===== src/rtl/fat_reduce_pipe_if.sv =====
// Bus bundle for fat_reduce_pipe: input word stream, clear strobe and the
// registered result/hit outputs.
// Handshake: valid-only. A word transfers on every rising edge where in_valid=1.
// There is no ready signal, so the sink must accept one word per cycle.
// out_valid marks a result word and never stalls.
interface fat_reduce_pipe_if #(
  parameter int WIDTH   = 32,
  parameter int COUNT_W = 16
);
  logic               in_valid;
  logic [1:0]         in_mode;
  logic [WIDTH-1:0]   in_data;
  logic               clear;
  logic               out_valid;
  logic               out_result;
  logic [1:0]         out_mode;
  logic               sticky_hit;
  logic [COUNT_W-1:0] hit_count;

  // Driver side (the flag collection logic, or the testbench).
  modport master (
    output in_valid, in_mode, in_data, clear,
    input  out_valid, out_result, out_mode, sticky_hit, hit_count
  );

  // Reduction tree side.
  modport slave (
    input  in_valid, in_mode, in_data, clear,
    output out_valid, out_result, out_mode, sticky_hit, hit_count
  );
endinterface


===== src/rtl/fat_reduce_pipe.sv =====
// Pipelined radix-4 reduction tree (OR / AND / XOR per word), with valid tracking,
// a sticky hit flag and a saturating hit counter.
// Pipeline layout: stage 0 holds the padded input word. Tree levels 1..LEVELS each
// reduce groups of 4 bits. An output register forces result and mode to 0 on
// bubbles. All tree levels share one flat register r_tree. Level l starts at
// bit f_off(l) and is PW>>(2*l) bits wide.
module fat_reduce_pipe #(
  parameter int WIDTH   = 32,
  parameter int COUNT_W = 16
) (
  input logic              clk,
  input logic              rst,
  fat_reduce_pipe_if.slave bus
);

  // Number of radix-4 levels needed to cover WIDTH bits (at least 1).
  function automatic int f_levels(input int w);
    int l;
    int c;
    l = 1;
    c = 4;
    while (c < w) begin
      c = c * 4;
      l = l + 1;
    end
    return l;
  endfunction

  localparam int LEVELS = f_levels(WIDTH);
  localparam int PW     = 1 << (2 * LEVELS);

  // Bit offset of level l inside the flat tree register.
  function automatic int f_off(input int l);
    int o;
    o = 0;
    for (int k = 0; k < l; k++) o = o + (PW >> (2 * k));
    return o;
  endfunction

  localparam int TOT = f_off(LEVELS + 1);

  // One radix-4 reduction. Mode 11 falls into the OR default.
  function automatic logic f_red(input logic [3:0] b, input logic [1:0] m);
    logic r;
    case (m)
      2'b01:   r = &b;
      2'b10:   r = ^b;
      default: r = |b;
    endcase
    return r;
  endfunction

  logic [TOT-1:0]       r_tree;
  logic [LEVELS:0]      r_valid;
  logic [LEVELS:0][1:0] r_mode;
  logic [PW-1:0]        w_pad_data;
  logic                 w_hit;

  logic                 r_out_valid;
  logic                 r_out_result;
  logic [1:0]           r_out_mode;
  logic                 r_sticky;
  logic [COUNT_W-1:0]   r_count;

  // Pad the input to PW bits with the identity of its mode (1 for AND, else 0).
  always_comb begin
    w_pad_data              = {PW{(bus.in_mode == 2'b01)}};
    w_pad_data[WIDTH-1:0]   = bus.in_data;
  end

  // Data and mode path: loads every cycle, with no reset, because valid gates everything.
  always_ff @(posedge clk) begin
    r_tree[PW-1:0] <= w_pad_data;
    r_mode         <= {r_mode[LEVELS-1:0], bus.in_mode};
    for (int l = 1; l <= LEVELS; l++) begin
      for (int j = 0; j < (PW >> (2 * l)); j++) begin
        r_tree[f_off(l) + j] <= f_red(r_tree[f_off(l - 1) + 4 * j +: 4], r_mode[l - 1]);
      end
    end
  end

  // Valid shift chain. Reset flushes all in-flight words.
  always_ff @(posedge clk) begin
    if (rst) r_valid <= '0;
    else     r_valid <= {r_valid[LEVELS-1:0], bus.in_valid};
  end

  // Output register: result and mode are forced to 0 when the word is a bubble.
  always_ff @(posedge clk) begin
    if (rst) begin
      r_out_valid  <= 1'b0;
      r_out_result <= 1'b0;
      r_out_mode   <= 2'b00;
    end else begin
      r_out_valid  <= r_valid[LEVELS];
      r_out_result <= r_valid[LEVELS] & r_tree[TOT-1];
      r_out_mode   <= r_valid[LEVELS] ? r_mode[LEVELS] : 2'b00;
    end
  end

  assign w_hit = r_out_valid & r_out_result;

  // Sticky hit flag and saturating counter. A hit in the same cycle as clear still counts.
  always_ff @(posedge clk) begin
    if (rst) begin
      r_sticky <= 1'b0;
      r_count  <= '0;
    end else begin
      r_sticky <= w_hit | (r_sticky & ~bus.clear);
      if (bus.clear)                    r_count <= w_hit ? COUNT_W'(1) : '0;
      else if (w_hit && r_count != '1)  r_count <= r_count + COUNT_W'(1);
    end
  end

  assign bus.out_valid  = r_out_valid;
  assign bus.out_result = r_out_result;
  assign bus.out_mode   = r_out_mode;
  assign bus.sticky_hit = r_sticky;
  assign bus.hit_count  = r_count;

endmodule


===== src/flat_wrapper.sv =====
// flat-port wrapper written by rule: the top's interface ports become plain ports
module fat_reduce_pipe_flat 
#(
  parameter int WIDTH   = 32,
  parameter int COUNT_W = 16
)
  (clk, rst, bus_in_valid, bus_in_mode, bus_in_data, bus_clear, bus_out_valid, bus_out_result, bus_out_mode, bus_sticky_hit, bus_hit_count);
  fat_reduce_pipe_if #(.WIDTH(WIDTH), .COUNT_W(COUNT_W)) bus_i ();
  input logic clk;
  input logic rst;
  input wire logic [$bits(bus_i.in_valid)-1:0] bus_in_valid;
  input wire logic [$bits(bus_i.in_mode)-1:0] bus_in_mode;
  input wire logic [$bits(bus_i.in_data)-1:0] bus_in_data;
  input wire logic [$bits(bus_i.clear)-1:0] bus_clear;
  output wire logic [$bits(bus_i.out_valid)-1:0] bus_out_valid;
  output wire logic [$bits(bus_i.out_result)-1:0] bus_out_result;
  output wire logic [$bits(bus_i.out_mode)-1:0] bus_out_mode;
  output wire logic [$bits(bus_i.sticky_hit)-1:0] bus_sticky_hit;
  output wire logic [$bits(bus_i.hit_count)-1:0] bus_hit_count;
  assign bus_i.in_valid = bus_in_valid;
  assign bus_i.in_mode = bus_in_mode;
  assign bus_i.in_data = bus_in_data;
  assign bus_i.clear = bus_clear;
  assign bus_out_valid = bus_i.out_valid;
  assign bus_out_result = bus_i.out_result;
  assign bus_out_mode = bus_i.out_mode;
  assign bus_sticky_hit = bus_i.sticky_hit;
  assign bus_hit_count = bus_i.hit_count;
  fat_reduce_pipe #(.WIDTH(WIDTH), .COUNT_W(COUNT_W)) u_core (.clk(clk), .rst(rst), .bus(bus_i));
endmodule

===== config.mk =====
export PLATFORM = sky130hd
export DESIGN_NAME = fat_reduce_pipe_flat
export DESIGN_NICKNAME = d
export VERILOG_FILES = /design/src/rtl/fat_reduce_pipe_if.sv /design/src/rtl/fat_reduce_pipe.sv /design/src/flat_wrapper.sv
export SDC_FILE = /design/constraint.sdc
export NUM_CORES = 1
export LEC_CHECK = 0
export CAP_MARGIN = 20
export CORE_UTILIZATION = 45
export DETAILED_ROUTE_END_ITERATION = 6
export PLACE_DENSITY = 0.76
export SYNTH_ARGS = -nofsm -noshare
export SYNTH_HDL_FRONTEND = slang
export SYNTH_SLANG_ARGS = --single-unit

===== constraint.sdc =====
create_clock -name clk -period 3.2 [get_ports clk]
set_clock_uncertainty 0.05 [all_clocks]
set_input_delay 0.64 -clock clk [delete_from_list [all_inputs] [get_ports clk]]
set_output_delay 0.64 -clock clk [all_outputs]
set_load 0.01 [all_outputs]

### After elaboration in Yosys (flattened, before gate mapping)

Index checks and enable logic that the tools add are counted.

| storage, ports and cells | value |
|---|---|
| bits of input ports | 38 |
| output and inout bits | 21 |
| register bits after elaboration | 118 |

| operators by class | value |
|---|---|
| add/sub/neg operators | 1 |
| reduce and logical (&&, ||, !) cells | 66 |
| mux-type cells | 24 |
| bitwise logic cells | 6 |
| equal/unequal tests | 8 |

Operator list:

| kind | count |
|---|---|
| 4-bit AND reduction | 21 |
| 4-bit OR reduction | 21 |
| 4-bit parity | 21 |
| 1-bit case mux with 2 select lines | 21 |
| 16-bit two-way mux | 2 |
| 16-bit by 1-bit adder with 16-bit output, second input constant | 1 |
| 16-bit inequality test, second input constant | 1 |
| 2-bit by 1-bit equality test with 1-bit output, second input constant | 4 |
| 2-bit equality test, second input constant | 3 |
| 1-bit AND | 3 |
| 1-bit inverter | 2 |
| 2-bit nonzero test | 1 |
| 2-bit OR reduction | 1 |
| 1-bit logical AND | 1 |
| 1-bit two-way mux | 1 |
| 1-bit OR | 1 |

### Longest topological paths before layout

Gate-level depths: netlist of the first run.

| logic depth | value |
|---|---|
| depth in word-level cells | 4 |
| gate-level depth with buffers | 6 |
| depth with buffers taken out | 6 |

### Least setup slack after synthesis of the first run

OpenSTA, ideal clock, no wires.

| path | value |
|---|---|
| path type | reg-to-reg |
| start point | register u_core.r_count[0] (netlist: u_core.bus.hit_count[0]) |
| end point | register u_core.r_count[14] (netlist: u_core.bus.hit_count[14]) |
| data required time | 3.079 ns |
| stages on the path, launching flop included | 6 |
| clock period less this slack | 1.966 ns |
| arrival time | 1.846 ns |
| library setup time | 0.071 ns |
| slack | 1.234 ns |
| cells stage by stage | dfxtp_1 > ha_1 > nand4_2 > or3_4 > or4_1 > a21oi_1 |

| between the ends | value |
|---|---|
| word-level cells in the longest chain between the ends | 3 |
| elaborated cells between the ends (all ways) | 6 |
| classes of those cells | add/sub: 1; eq/ne: 1; mux: 2; reduce/logical: 2 |

RTL lines:

| what | line | source |
|---|---|---|
| start, declared | fat_reduce_pipe.sv:63 | `logic [COUNT_W-1:0] r_count;` |
| start signal, assigned | fat_reduce_pipe.sv:110 | `if (bus.clear) r_count <= w_hit ? COUNT_W'(1) : '0;` |
| start signal, assigned | fat_reduce_pipe.sv:111 | `else if (w_hit && r_count != '1) r_count <= r_count + COUNT_W'(1);` |
| 16-bit by 1-bit adder with 16-bit output / 16-bit inequality test (equally long branches) | fat_reduce_pipe.sv:111 |  |
| 16-bit two-way mux / 1-bit logical AND (equally long branches) | fat_reduce_pipe.sv:111 |  |
| 16-bit two-way mux / 2-bit nonzero test (equally long branches) | -- |  |

Parallel ways exist; a longest one is shown, timed or not. The select of a mux whose other input is x is not followed.
A chain may end at the register's enable or synchronous reset.

### Worst setup path in the final report of the first run

Same ends and word-level chain as after synthesis.

==> flow_summary.json, run 1 <==
{
  "status": "finished, final reports clean",
  "tritoncts": "built",
  "ant_nets": 0,
  "critPathMaxFanout": 7,
  "final_common_cell": "dfxtp_1",
  "area_delta_synth_final_pct": 25.4,
  "fin_crit_sh": 0.651,
  "peakVddDrop_mv": 0.284,
  "ys.warnings.count": 0,
  "tightest_slew_ns": 0.681,
  "multi_input_area_um2": 1500,
  "cts_buffers": 9,
  "synth_cell_type_count": 39,
  "fill_cells": 593,
  "dp_hpwl_um": 3990,
  "core_area_um2": 6940,
  "crit_chain": "ha_1 -> nand4_2 -> or3_4 -> or4_1 -> a21oi_1",
  "synth_top_area_frac": 0.480,
  "synthCells": 322,
  "syn-num-nets": 409,
  "dr.pass1.iters": 4,
  "cap_violations": 0,
  "diodes": 0,
  "p_switching_uw": 455,
  "route.detailed.drc": 0,
  "fin_ws_ns": 1.12,
  "synth-main-ff-cell": "dfxtp_1",
  "crit_path_top_delay_cell": "or4_1",
  "viasPerCell": 4.86,
  "gp_congestion": 0.822,
  "setup_viol_count_final": 0,
  "cts_resized": 0,
  "p_comb_frac": 0.110,
  "die_w_um": 87.6,
  "final_max_slew_viol_count": 0,
  "hold_ws_ns": 0.322,
  "finalInstanceArea_um2": 4130,
  "critPathLaunchType": "register",
  "grt.overflow.total": 0,
  "cts_sinks": 79,
  "slew-limit-headroom": 0.542,
  "clk_pin_slew_ns": 0.08,
  "postCtsSetupRepairBufs": 0,
  "wirelength_um": 5360,
  "grt.total_usage": 0.156,
  "die_area_um2": 7670,
  "period_needed_ns": 2.08,
  "critical_path_class": "register to register",
  "rsz0062_at_grt": "no",
  "drt_iter0_markers": 53,
  "powerDensity_nw_per_um2": 455,
  "async_flop_share": 0,
  "ctsHoldBuffers": 0,
  "fin_nets": 471,
  "die_h_um": 87.6,
  "yosysSeqAreaShare": 0.480,
  "ys_ff_latch": 79,
  "root_buffer": "clkbuf_8",
  "synth_enable_flop_cells": 0,
  "cts_max_path_buffers": 2,
  "finalSetupTns_ns": 0,
  "initial_utilization": 0.475,
  "cp.arrival_ns": 2.31,
  "port_buffers": 58,
  "rows": 30,
  "grt_pass1_wl_um": 9320,
  "dpl-instance-area_um2": 3970,
  "drive_above_1_share": 0.0514,
  "power_uw": 1880,
  "clock_power_share": 0.325,
  "final_cell_mix": "79 x dfxtp_1, 58 x clkdlybuf4s50_1, 51 x inv_1",
  "required_ns": 3.43,
  "pre_cts_slack_ns": 1.12,
  "path_delay_family": "simple AND/OR/NAND/NOR gates",
  "grt_max_degree": 18,
  "synth_area_leaders": "dfxtp_1 48%, ha_1 19%, inv_1 5.8%",
  "antenna_found_initial": 0,
  "path_buf_inv": 0,
  "design.portCount": 59,
  "seqPwrFrac": 0.565,
  "internal_power_uw": 1430,
  "wl_per_cell_um": 11.0,
  "timing.fmax_ghz": 0.480,
  "switching_share": 0.242,
  "yosys.area.top_type": "dfxtp_1",
  "grt_pass1_vias": 2231,
  "hold_class": "register to register",
  "vias": 2358,
  "clkLatencyLatePin_ns": 0.33,
  "finalHoldViolations": 0,
  "synth_area_um2": 3300,
  "crit_path_end_kind": "register",
  "postSynthAreaPerCell_um2": 10.2,
  "cpPeakStageDelay_ns": 0.47,
  "h-tree-depth": 3,
  "p_leak_uw": 0.00184,
  "seq_area_um2": 1580
}
==> synthesized netlist by cell type, types with 2 or more instances <==
cell      instances
nor2_1           14
nand3b_1          2
a32o_1           10
o21a_1            3
nor3_1            6
and4_1            3
nand4_1           4
o21ai_0           6
or4_1             2
and2_1            4
or3_1             7
clkbuf_1          7
xor2_1           10
nand3_1           5
nand2_1           8
a31oi_1          13
a41oi_1           2
nor2b_1           6
inv_1            51
o31ai_1           2
ha_1             49
a21oi_1          13
dfxtp_1          79
==> layer usage <==
metal / wire [um] / share of wire / GRT usage
met1: 2370 / 0.44 / 0.176
met2: 2640 / 0.49 / 0.274
met3: 247 / 0.046 / 0.0396
met4: 99 / 0.018 / 0.0775
met5: 0 / 0 / 0
==> power by group through the flow <==
| stage | clock network [uW] | registers (uW) | logic, uW |
|---|---|---|---|
| global placement | 0 | 1080 | 196 |
| finish | 612 | 1060 | 207 |
| CTS | 634 | 1060 | 209 |
| global route | 689 | 1070 | 236 |
| floorplan | 0 | 1080 | 132 |
| detailed placement | 0 | 1090 | 207 |
==> state kept, by name, indices dropped and copies added, names as in the netlist <==
| register | flops |
|---|---|
| u_core.bus.out_mode | 2 |
| u_core.r_mode | 8 |
| u_core.r_tree | 46 |
| u_core.bus.hit_count | 16 |
| u_core.r_valid | 4 |
| u_core.bus.out_result | 1 |
| u_core.bus.sticky_hit | 1 |
| u_core.bus.out_valid | 1 |
==> path summary, 6_finish.rpt <==
| path | from | to | slack, ns | depth (start not counted) |
|---|---|---|---|---|
| setup reg to reg | u_core.bus.hit_count[0] | u_core.bus.hit_count[14] | 1.12 | 5 |
| hold / removal | u_core.r_mode[5] | u_core.r_mode[7] | 0.32 | 0 |
| setup / recovery | u_core.bus.hit_count[0] | u_core.bus.hit_count[14] | 1.12 | 5 |
| hold reg to reg | u_core.r_mode[5] | u_core.r_mode[7] | 0.32 | 0 |
==> area by class of cell <==
class,instances,share of cell area
clock inverter,7,0.00969
sequential,79,0.383
timing repair buffer,58,0.140
inverter,51,0.0463
multi-input combinational,185,0.362
clock buffer,9,0.0300
tap,96,0.0291
==> cells by family after synthesis <==
kind of cell               synth area share
DFF                                   0.480
adders and majority gates             0.186
xor gates and xnor gates             0.0266
buffers and inverters                0.0661
muxes                               0.00304
and+or+nand+nor                       0.122
AOI/OAI and AO/OA                     0.116
==> per-stage QoR <==
stage / util / cells
final: 0.595 / 485
after global routing: 0.595 / 485
after CTS: 0.595 / 485
after detailed placement: 0.572 / 469
after global placement: 0.572 / 469
after floorplan: - / 322
Power figures use the tool's default switching activity.
==> run 2: changes to the inputs <==
PLACE_DENSITY = 0.79   (was 0.76)
clock period = 1.7 ns   (was 3.2 ns; I/O delays follow)
==> flow_summary.json, run 2 (same netlist as run 1, synthesis figures left out) <==
{
  "clk_pin_slew_ns": 0.07,
  "crit_chain": "ha_4 -> nand4_4 -> buf_4 -> nor4_4 -> buf_4 -> nor3_1 -> nor3_1",
  "grt_max_degree": 18,
  "required_ns": 1.89,
  "clkLatencyLatePin_ns": 0.34,
  "use_met3": 0.0349,
  "fin_nets": 484,
  "core_area_um2": 6940,
  "largest_reg_flops": 46,
  "area_delta_synth_final_pct": 30.9,
  "cp.arrival_ns": 1.91,
  "powerDensity_nw_per_um2": 834,
  "timing.rr.end": "u_core.bus.hit_count[4]",
  "antenna_found_initial": 0,
  "path_delay_family": "simple AND/OR/NAND/NOR gates",
  "pre_cts_slack_ns": -0.0162,
  "slew-limit-headroom": 0.651,
  "final_common_cell": "dfxtp_1",
  "cp_num_cells": 7,
  "crit_path_top_delay_cell": "dfxtp_4",
  "design.portCount": 59,
  "cpPeakStageDelay_ns": 0.38,
  "min_delay_worst_endpoint": "u_core.r_mode[4]",
  "root_buffer": "clkbuf_8",
  "worstHoldStart": "u_core.r_mode[2]",
  "top_usage_layer": "met2",
  "final_max_slew_viol_count": 0,
  "setup_viol_count_final": 1,
  "violations": "negative setup slack",
  "final_cell_mix": "67 x dfxtp_1, 51 x inv_1, 48 x ha_1",
  "timing.fmax_ghz": 0.582,
  "r2r_setup_slack_ns": -0.02,
  "grt_pass1_vias": 2342,
  "ctsHoldBuffers": 0,
  "critical_path_class": "register to register",
  "crit_path_end_kind": "register",
  "final_util": 0.621,
  "hold_depth": 0,
  "period_needed_ns": 1.72,
  "ant_nets": 0,
  "drt_iter0_markers": 94,
  "rows": 30,
  "dp_hpwl_um": 4410,
  "grt.total_usage": 0.167,
  "die_area_um2": 7670,
  "drive_above_1_share": 0.112,
  "finalHoldViolations": 0,
  "fin_crit_sh": 1.01,
  "fin_ws_ns": -0.0168,
  "hold_class": "register to register",
  "wirelength_um": 5900,
  "critPathMaxFanout": 5,
  "die_h_um": 87.6,
  "h-tree-depth": 3,
  "cap_violations": 0,
  "tightest_slew_ns": 0.523,
  "tritoncts": "built",
  "cts_sinks": 79,
  "die_w_um": 87.6,
  "grtUsageMet2": 0.291,
  "r2r-start": "u_core.bus.hit_count[0]",
  "cts_max_path_buffers": 2,
  "stdcell_count": 498,
  "rsz0062_at_grt": "yes",
  "diodes": 0,
  "largest_register": "u_core.r_tree",
  "vias": 2490,
  "gp_congestion": 0.805,
  "route.detailed.drc": 0,
  "reg2reg_depth": 7,
  "path_buf_inv": 2,
  "dpl-instance-area_um2": 4070,
  "use_met1": 0.190,
  "p_leak_uw": 0.00214,
  "status": "finished with violations",
  "grt_pass1_wl_um": 9830,
  "port_buffers": 58,
  "wl_per_cell_um": 11.8,
  "peakVddDrop_mv": 0.505,
  "critPathLaunchType": "register",
  "dr.pass1.iters": 4,
  "hold_ws_ns": 0.324,
  "finalInstanceArea_um2": 4310,
  "viasPerCell": 5.00,
  "place_inst": 479,
  "cts_buffers": 9,
  "grt.overflow.total": 0,
  "initial_utilization": 0.475
}
==> run 2: cell types whose count changed in the layout (fill, tap and decap cells not counted), sizes merged <==
| cell | previous run | this run |
|---|---|---|
| clkinv | 5 | 3 |
| dlymetal6s2s | 0 | 10 |
| buf | 0 | 13 |
| clkbuf | 9 | 13 |
| clkinvlp | 2 | 0 |
| clkdlybuf4s50 | 58 | 45 |
| dlygate4sd2 | 0 | 3 |
==> run 2: timing repair <==
item / CTS / global route
gates cloned: 0 / 1
setup buffers: 0 / 2
pin swaps: 1 / 3
setup endpoints to repair: 15 / 21
gates resized for setup: 13 / 15
==> run 2: power by group <==
part | total (uW) | internal, uW | switching [uW]
clock network | 1200 | 570 | 632
logic | 397 | 220 | 177
registers | 2000 | 1950 | 50.0
total | 3600 | 2740 | 859
==> run 2: worst max path at each step <==
stage / from / to / slack [ns]
floorplan: u_core.bus.hit_count[2] / u_core.bus.hit_count[11] / 0.03
global placement: bus_clear / u_core.bus.hit_count[8] / 0.01
detailed placement: bus_clear / u_core.bus.hit_count[8] / -0.02
CTS: u_core.bus.hit_count[0] / u_core.bus.hit_count[12] / 0.004
global route: u_core.bus.hit_count[0] / u_core.bus.hit_count[12] / -0.04
finish: u_core.bus.hit_count[0] / u_core.bus.hit_count[4] / -0.02
==> run 2: per-layer routing <==
layer,vias up,wire length [um]
li1,1244,-
met1,1134,2510
met2,97,2890
met3,15,339
met4,0,154
met5,-,0
==> run 2: through the flow <==
step | TNS (ns) | total power (uW)
after floorplan | 0 | 2280
after CTS | 0 | 3640
after global placement | 0 | 2410
after global routing | -0.0745 | 3800
final | -0.0168 | 3600
after detailed placement | -0.0162 | 2440
==> run 2: layout make-up <==
| type | count | area [um^2] |
|---|---|---|
| clock buffer | 13 | 149 |
| clock inverter | 3 | 18.8 |
| fill | 586 | 2630 |
| inverter | 51 | 191 |
| multi-input combinational | 185 | 1530 |
| sequential | 79 | 1600 |
| tap | 96 | 120 |
| timing repair buffer | 71 | 699 |
==> edit 1, RTL diff (flow settings as in run 1) <==
`WIDTH` is set to 32 in 3 places; all go to 64.
--- a/src/rtl/fat_reduce_pipe_if.sv
+++ b/src/rtl/fat_reduce_pipe_if.sv
@@ -6,3 +6,3 @@
 interface fat_reduce_pipe_if #(
-  parameter int WIDTH   = 32,
+  parameter int WIDTH   = 64,
   parameter int COUNT_W = 16
--- a/src/rtl/fat_reduce_pipe.sv
+++ b/src/rtl/fat_reduce_pipe.sv
@@ -7,3 +7,3 @@
 module fat_reduce_pipe #(
-  parameter int WIDTH   = 32,
+  parameter int WIDTH   = 64,
   parameter int COUNT_W = 16
--- a/src/flat_wrapper.sv
+++ b/src/flat_wrapper.sv
@@ -3,3 +3,3 @@
 #(
-  parameter int WIDTH   = 32,
+  parameter int WIDTH   = 64,
   parameter int COUNT_W = 16
Interface: changed (resized bus_in_data); port bits go from 59 to 91. No check against the original RTL was run, so the function may have changed too.
==> edit 1 against run 1 <==
Utilization up 2.0 points. Total power rose by 110%. Final area increased by 63%. Clock power increased to 3.1 times the old value. Sequential cell count grew 39. Worst setup slack worse by 120 ps. Hold slack lost 2.3 ps. Routed wire length up 69%. Area after synthesis rose by 54%. Critical endpoint is now bus_hit_count[6]. Largest power group is now the clock network.
==> edit 1: results (changes against run 1) <==
| Metric | Value |
|---|---|
| Starting DRT DRC Count | `125 (+140%)` |
| Vias in the first global route | `3646 (+63%)` |
| Period utilization | `0.688 (+0.0378)` |
| Max VDD drop | `0.322 mV (+14%)` |
| Logic power comb | `0.000396 W (+91%)` |
| FILL cells | `864 (+46%)` |
| CP delay by family, top | `buffers and inverters` |
| Largest net degree at the start of global routing | `33 (+15)` |
| Crit path from | `u_core.bus.hit_count[6]$_SDFFE_PP0P_` |
| Total GRT Usage | `0.167 (+0.0108)` |
| FF-to-FF setup slack | `1390 ps (+270 ps)` |
| Num CTS Buffers | `17 (+8)` |
| Most area-consuming cells after synthesis | `dfxtp_1 46%, ha_1 22%, inv_1 6.9%` |
| Critical Path End | `bus_hit_count[6]` |
| Status | `complete, no violations` |
| Final Wtd Congestion | `0.857 (+4.3%)` |
| Synth cell types | `38 (-2.6%)` |
| CP arrival | `1510 ps (-800 ps)` |
| Vias/cell | `4.89 (+0.51%)` |
| Port bufs | `90 (+55%)` |
| Top post-synthesis cells by count | `118 x dfxtp_1, 93 x inv_1, 91 x ha_1` |
| CTS clock-pin slew for the worst setup and hold paths | `60 ps (-20 ps)` |
| Switch share | `0.230 (-0.0120)` |
| Number of flip-flops under the largest register name | `85 (+85%)` |
| R2R cell count | `4 (-1)` |
| Detailed-route wire length | `9030 um (+69%)` |
-- edit 1: area by class of cell --
class	count	area [um^2]	area share
Timing Repair Buffer	91	908	0.135
Clock inverter	15	179	0.0266
Clock buffer	17	425	0.0632
Inverter	93	349	0.0519
Sequential cell	118	2360	0.351
Multi-Input combinational cell	267	2330	0.346
Tap cell	140	175	0.0260
-- edit 1: logic make-up (layout without fill, tap and decap cells) --
family,after synthesis,after routing,share of synthesized area
mux,1,1,0.00197
fa+ha+maj,91,91,0.224
buf+inv,103,216,0.0766
flops,118,118,0.465
simple gates,82,82,0.0919
xor+xnor,21,21,0.0362
compound gates,72,72,0.104
-- edit 1: per-layer routing --
layer	track usage	vias up	part of all wire
met2	0.293	111	0.51
met3	0.0579	15	0.051
met5	0	-	0
met4	0.0734	0	0.015
li1	-	1842	-
met1	0.182	1653	0.43
==> edit 2, RTL diff (config.mk and constraints of run 1) <==
Without the edit above. Reset style: asynchronous (`rst`), changed in 3 clocked blocks.
--- a/src/rtl/fat_reduce_pipe.sv
+++ b/src/rtl/fat_reduce_pipe.sv
@@ -82,3 +82,3 @@
   // Valid shift chain. Reset flushes all in-flight words.
-  always_ff @(posedge clk) begin
+  always_ff @(posedge clk or posedge rst) begin
     if (rst) r_valid <= '0;
@@ -88,3 +88,3 @@
   // Output register: result and mode are forced to 0 when the word is a bubble.
-  always_ff @(posedge clk) begin
+  always_ff @(posedge clk or posedge rst) begin
     if (rst) begin
@@ -103,3 +103,3 @@
   // Sticky hit flag and saturating counter. A hit in the same cycle as clear still counts.
-  always_ff @(posedge clk) begin
+  always_ff @(posedge clk or posedge rst) begin
     if (rst) begin
Function: differs if rst is asserted again (counterexample within 10 cycles, from zero or initial values and one cycle with rst high); with rst held inactive, the same outputs for 10 cycles.
==> edit 2 against run 1 <==
Count of clock-buffer cells in the layout is the same. Utilization shrank 1.3 points. Sequential cell count is the same. Worst setup slack lost 140 ps. Clock power grew 11%. Area after synthesis grew 3.1%. Combinational power grew 15%. Total power grew 6.4%. Final area grew 2.8%. Routed wire length is essentially flat. Register-to-register slack gained 110 ps. Largest cell class unchanged. Highest routed layer unchanged.
==> edit 2: results (changes against run 1) <==
| Metric | Value |
|---|---|
| Status | `complete, no violations` |
| FF-to-FF setup slack | `1230 ps (+110 ps)` |
| CP max FO | `8 (+1)` |
| Top post-synthesis cells by count | `54 x dfxtp_1, 54 x inv_1, 49 x ha_1` |
| DP Wirelength | `4000 um (+0.39%)` |
| CP arrival | `1530 ps (-780 ps)` |
| First-pass GRT wire length | `9660 um (+3.6%)` |
| Port bufs | `58 (unchanged)` |
| Ys flop type | `dfxtp_1` |
| Worst Max-Slew Pin Slew | `939 ps (+258 ps)` |
| Post-layout util | `0.583 (-0.0128)` |
| Total GRT Usage | `0.161 (+0.00446)` |
| Number of flip-flops under the largest register name | `46 (unchanged)` |
| Root buffer cell | `clkbuf_8` |
| Multi-input gates | `171 (-7.6%)` |
| Cell Area, Placed | `0.00406 mm^2 (+2.4%)` |
| N_diodes | `0 (unchanged)` |
| Post-placement worst setup slack | `1060 ps (-65.7 ps)` |
| Synth cell types | `39 (unchanged)` |
| Worst Hold End | `u_core.r_valid[3]$_DFF_PP0_` |
| RR Endpoint | `u_core.bus.hit_count[4]$_DFFE_PP0P_` |
| Register area | `0.00171 mm^2 (+7.9%)` |
| Most area-consuming cells after synthesis | `dfxtp_1 32%, dfrtp_1 18%, ha_1 18%` |
| Clk pwr share | `0.340 (+0.015)` |
| Max VDD drop | `0.303 mV (+6.6%)` |
| Bufs w/o clock | `58 (unchanged)` |
| Async SR Flop Fraction | `0.316 (+0.316)` |
| Vias in the first global route | `2328 (+4.3%)` |
| Ys Warns | `0 (unchanged)` |
| Signal buf overhead | `0.137 (-0.00376)` |
| Final Wtd Congestion | `0.753 (-8.3%)` |
| Drt first pass iters | `6 (+2)` |
| Post-Syn Nets | `399 (-2.4%)` |
| Post-synthesis sequential area ratio | `0.502 (+0.0223)` |
| Switch share | `0.261 (+0.0188)` |
| Combinational Power Share | `0.119 (+0.009)` |
| Leak | `1.98 nW (+7.6%)` |
| Max stage delay on crit path | `610 ps (+140 ps)` |
| Slowest CP cell | `clkdlybuf4s50_1` |
| Longest Clk Path Bufs | `2 (unchanged)` |
| Worst r2r src | `u_core.bus.hit_count[0]$_DFFE_PP0P_` |
| Largest net degree at the start of global routing | `26 (+8)` |
| Clk Latency, worst-skew pair | `350 ps (+20 ps)` |
| Logic power comb | `0.000238 W (+15%)` |
| Final #Nets | `460 (-2.3%)` |
| Detailed-route wire length | `5350 um (about the same)` |
| Initial antenna violation count | `0 (unchanged)` |
| Multi-input gate area | `0.00145 mm^2 (-3.1%)` |
| Starting DRT DRC Count | `43 (-19%)` |
| Non-clk invs | `54 (+5.9%)` |
| Core ar. | `0.00729 mm^2 (+5.0%)` |
| HP Start | `u_core.r_valid[2]$_DFF_PP0_` |
| FILL cells | `634 (+6.9%)` |
| Share of layout cells above drive strength 1 | `0.0661 (+0.0147)` |
| Clock network contribution to total cell area | `0.0433 (+0.00365)` |
| Largest Register | `u_core.r_tree` |
| HP Class | `flip-flop to flip-flop` |
| CP delay by family, top | `buffers and inverters` |
| CTS H-tree lvls | `3 (unchanged)` |
| Via count | `2252 (-4.5%)` |
==> edit 2: cell count changes after synthesis, sizes merged, moves of 5 or more <==
cell and change:
dfrtp +25, dfxtp -25, nor2 +11, nor3 -5, or3 -6, nor2b -5
xnor2 +8, a211oi +6
==> edit 2: how the worst max path moves through the flow <==
stage	from	to	slack [ps]	depth (start not counted)
after global placement	bus_clear	u_core.bus.hit_count[13]$_DFFE_PP0P_	1060	4
final	u_core.bus.hit_count[15]$_DFFE_PP0P_	bus_hit_count[15]	980	1
after global routing	u_core.bus.hit_count[15]$_DFFE_PP0P_	bus_hit_count[15]	930	1
after floorplan	u_core.bus.hit_count[0]$_DFFE_PP0P_	u_core.bus.hit_count[5]$_DFFE_PP0P_	1410	6
after CTS	u_core.bus.hit_count[15]$_DFFE_PP0P_	bus_hit_count[15]	970	1
after detailed placement	bus_clear	u_core.bus.hit_count[13]$_DFFE_PP0P_	1060	4
==> edit 2: per-layer routing <==
metal / global-route usage / vias to the layer above / routed length [um]
met4: 0.0484 / 0 / 59
met2: 0.295 / 68 / 2680
met1: 0.176 / 1027 / 2290
met3: 0.0526 / 8 / 324
met5: 0 / - / 0
li1: - / 1149 / -
==> edit 2: kinds of logic (layout without fill, tap and decap cells) <==
group,after synthesis,in the layout,share of synthesized area
flip-flops,79,79,0.502
buffers and inverters,62,128,0.0711
AND/OR/NAND/NOR,55,55,0.0880
adder cells (fa/ha/maj),49,49,0.180
AO/OA/AOI/OAI,48,48,0.109
XOR/XNOR,18,18,0.0464
multiplexers,1,1,0.00295
==> edit 2: through the flow <==
stage,hold slack [ps],std cells
floorplan,281,312
CTS,318,477
detailed placement,287,461
global placement,286,461
finish,315,477
global route,318,477
